`src/rtl/gray_code_counter.sv`:
```
// Up/down Gray-code counter with a binary shadow, per-edge toggle mask and terminal-count flag.
// Define GRAY_CNT_LOAD_EN to enable the synchronous parallel Gray-code load.
module gray_code_counter #(
  parameter int WIDTH = 4,
  parameter int WRAP  = 1
) (
  input  logic             clk,
  input  logic             rst_n,
  input  logic             en,
  input  logic             up,
  input  logic             load,
  input  logic [WIDTH-1:0] ld_gray,
  output logic [WIDTH-1:0] g,
  output logic [WIDTH-1:0] b,
  output logic             tc,
  output logic [WIDTH-1:0] tog
);

  logic [WIDTH-1:0] r_bin;
  logic [WIDTH-1:0] r_gray;
  logic [WIDTH-1:0] r_tog;
  logic [WIDTH-1:0] w_binNext;
  logic [WIDTH-1:0] w_grayNext;
  logic             w_allOnes;
  logic             w_zero;
  logic             w_holdAtEnd;

  assign w_allOnes = &r_bin;
  assign w_zero    = ~|r_bin;
  assign tc        = en & (up ? w_allOnes : w_zero);

  // Saturating builds stop at the terminal value instead of wrapping.
  assign w_holdAtEnd = (WRAP == 0) && (up ? w_allOnes : w_zero);

`ifdef GRAY_CNT_LOAD_EN
  logic [WIDTH-1:0] w_ldBin;

  // Binary bit i is the XOR of all Gray bits at or above position i.
  always_comb begin
    w_ldBin = '0;
    for (int i = 0; i < WIDTH; i++) begin
      w_ldBin[i] = ^(ld_gray >> i);
    end
  end

  always_comb begin
    w_binNext = r_bin;
    if (load) begin
      w_binNext = w_ldBin;
    end else if (en && !w_holdAtEnd) begin
      w_binNext = up ? r_bin + 1'b1 : r_bin - 1'b1;
    end
  end
`else
  logic w_unused;
  assign w_unused = ^{load, ld_gray};

  always_comb begin
    w_binNext = r_bin;
    if (en && !w_holdAtEnd) begin
      w_binNext = up ? r_bin + 1'b1 : r_bin - 1'b1;
    end
  end
`endif

  assign w_grayNext = w_binNext ^ (w_binNext >> 1);

  always_ff @(posedge clk or negedge rst_n) begin
    if (!rst_n) begin
      r_bin  <= '0;
      r_gray <= '0;
      r_tog  <= '0;
    end else begin
      r_bin  <= w_binNext;
      r_gray <= w_grayNext;
      r_tog  <= r_gray ^ w_grayNext;
    end
  end

  assign b   = r_bin;
  assign g   = r_gray;
  assign tog = r_tog;

endmodule

```
`config.mk`:
```
export PLATFORM = sky130hd
export DESIGN_NAME = gray_code_counter
export DESIGN_NICKNAME = d
export VERILOG_FILES = /design/src/rtl/gray_code_counter.sv
export SDC_FILE = /design/constraint.sdc
export NUM_CORES = 1
export LEC_CHECK = 0
export CAP_MARGIN = 40
export CORE_MARGIN = 2
export CORE_UTILIZATION = 40
export DETAILED_ROUTE_END_ITERATION = 16
export GPL_ROUTABILITY_DRIVEN = 0
export PLACE_DENSITY = 0.74
export SYNTH_ARGS = -nofsm -noshare
export SYNTH_HDL_FRONTEND = slang
export SYNTH_SLANG_ARGS = --single-unit
```
`constraint.sdc`:
```
create_clock -name clk -period 2.5 [get_ports clk]
set_input_delay 0.25 -clock clk [delete_from_list [all_inputs] [get_ports clk]]
set_output_delay 0.25 -clock clk [all_outputs]
set_load 0.02 [all_outputs]
```
==> reports/qor.yml <==
status: "completed"
dr.first_iter.drc_count: 5
fmax_ghz: 0.461
drtPass1Iterations: 4
die_x_um: 42.2
cp-startpoint: "b[0]"
path_max_fanout: 7
synth-xor-area-share_pct: 18.9
met2_length_um: 418
vias: 387
grt_max_degree: 12
synthMuxAreaShare_pct: 5.15
syn_area_um2: 583
setup.worst_path.start_class: "flip-flop"
syn2layout_area_growth_pct: 31.8
nNetsFinal: 78
holdBufCountCts: 0
diodes: 0
hold_ws_ps: 326
period_needed_ps: 2170
rows: 13
crit_arrival_ps: 1920
placed_cell_area_um2: 742
vias_per_cell: 4.84
min_period_over_period_pct: 86.8
yosysSeqAreaShare_pct: 47.2
met3_length_um: 47
cp_data_required_time_ps: 2250
ctsHtreeMaxLevel: 1
yosys_warnings: 0
path_cells: "nor4_1 -> nand2_1 -> o21ai_0 -> and2_1 -> clkdlybuf4s50_1"
powerDensity_mw_per_mm2: 1610
overflow: 0
io_pins: 22
m1WireLength_um: 434
cp_top_family: "buffers and inverters"
multi_input_area_um2: 269
drv_cap: 0
synth_cell_types: 20
finalNonFillerCells: 80
grt_pass1_vias: 383
ys_ff_latch: 11
slew_viol_final: 0
max-vdd-ir-drop_uv: 578
stdcell_area_um2: 768
relSlewSlack_pct: 66.7
synth_compound_area_share_pct: 6.22
dieArea_mm2: 0.00178
register_area_um2: 275
synthCells: 48
path_class: "reg2out"
post-cts-setup-buffer-count: 0
finalHoldViolations: 0
rrSetupSlack_ps: 430
path_clk_slew_ps: 70
hpwl_um: 699
numClockSinks: 11
reg2reg_from: "b[0]"
wl_per_cell_um: 11.6
cts_resized: 0
routed.top_layer: "met4"
setup_viol: 0
insertion_delay_ps: 260
initial_core_util_pct: 43.7
end_kind: "output pin"
drtAntennaViolNets: 0
path_buf_inv: 1
cts_buffers: 3
setup-tns-final_ps: 0
leakage_nw: 0.348
synth_top_area_share_pct: 47.2
endpoint: "tc"
hold_path_class: "in2async"
grt_use_total_pct: 12.5
post-route-util_pct: 57.6
clock_path_buffers: 2
root_buffer: "clkbuf_4"
drc: 0
r2r_cells: 6
portBuffers: 16
critPathMaxStageDelay_ps: 600
dp.cells: 76
synth-simple-area-share_pct: 8.15
worst_pin_slew_ps: 498
synth_top_area_cell: "dfrtp_1"
drive_gt1_share_pct: 9.23
synth.avg_cell_area_um2: 12.1
cp.depth: 5
r2r_end: "tog[2]"
synthAdderAreaFrac_pct: 7.73
grt_pass1_wl_um: 1660
synth_top_family_by_area: "XOR/XNOR gates"
fill_cells: 127
finClkSkew_ps: 2.28
antenna_found_initial: 0
syn_nets: 60
critPathSlowestCell: "clkdlybuf4s50_1"
cts_tree: "built"
wl_um: 928
core_area_mm2: 0.00133
die_y_um: 42.2
rsz0062_at_grt: "no"
yosys-top-cells-area: "dfrtp_1 (47%), xnor2_1 (7.5%), xor2_1 (7.5%), mux2i_1 (5.2%), ha_1 (4.3%)"
[cell families (layout without fill, tap and decap cells)]
logic type	after synthesis	count (layout)
xor+xnor	11	11
flops	11	11
buf+inv	8	25
simple gates	7	7
compound gates	5	5
fa+ha+maj	3	3
mux	3	3
[Yosys cell counts]
| cell type | number |
|---|---|
| nor2_1 | 1 |
| o21ai_4 | 1 |
| and3_4 | 1 |
| nand3_2 | 1 |
| buf_4 | 2 |
| xor2_1 | 5 |
| fa_1 | 1 |
| inv_1 | 5 |
| o21ai_0 | 1 |
| a21oi_1 | 3 |
| xnor3_1 | 1 |
| xnor2_1 | 5 |
| nand4_1 | 1 |
| dfrtp_1 | 11 |
| buf_2 | 1 |
| nand2_1 | 1 |
| nor4_1 | 1 |
| ha_1 | 2 |
| mux2i_1 | 3 |
| and2_1 | 1 |
[metrics by stage]
step	setup slack [ps]	total power, W
floorplan	455	0.000892
global placement	246	0.00112
detailed placement	177	0.00113
CTS	325	0.00125
global route	167	0.00133
finish	331	0.00123
[flip-flops by register name (all words and copies together), names as in the netlist]
register / count
b: 4
g: 3
tog: 4
[power breakdown]
| group | switching [W] | internal [W] |
|---|---|---|
| Sequential | 0.0000872 | 0.000280 |
| Combinational | 0.000363 | 0.000389 |
| Clock | 0.0000537 | 0.0000615 |
| Total | 0.000504 | 0.000730 |
[how the worst min path moves through the flow]
stage | to | slack, ps | cells after the start
floorplan | b[0] | -50 | 0
global placement | tog[1] | 450 | 1
detailed placement | tog[1] | 460 | 1
CTS | g[0] | 340 | 1
global route | tog[2] | 370 | 1
finish | g[0] | 330 | 1
[cell usage in the layout, fill, tap and decap left out, drive strengths merged]
master         Yosys  final
a21oi              3      3
and2               1      1
and3               1      1
clkbuf             0      4
clkdlybuf4s50      0     16
dfrtp             11     11
fa                 1      1
ha                 2      2
inv                5      5
mux2i              3      3
nand2              1      1
nand3              1      1
nand4              1      1
nor2               1      1
nor4               1      1
o21ai              2      2
xnor2              5      5
xnor3              1      1
xor2               5      5
[routing by layer]
metal / global-route usage (%) / vias up
li1: - / 190
met1: 15.6 / 181
met2: 18.5 / 14
met3: 1.72 / 2
met4: 11.3 / 0
met5: 0 / -
[layout make-up]
cell class / instances / area share (%)
tap: 15 / 2.44
inverter: 5 / 2.44
clock buffer: 4 / 3.42
multi-input combinational: 29 / 35.0
sequential: 11 / 35.8
timing repair buffer: 16 / 20.8
(Power assumes the default switching activity.)
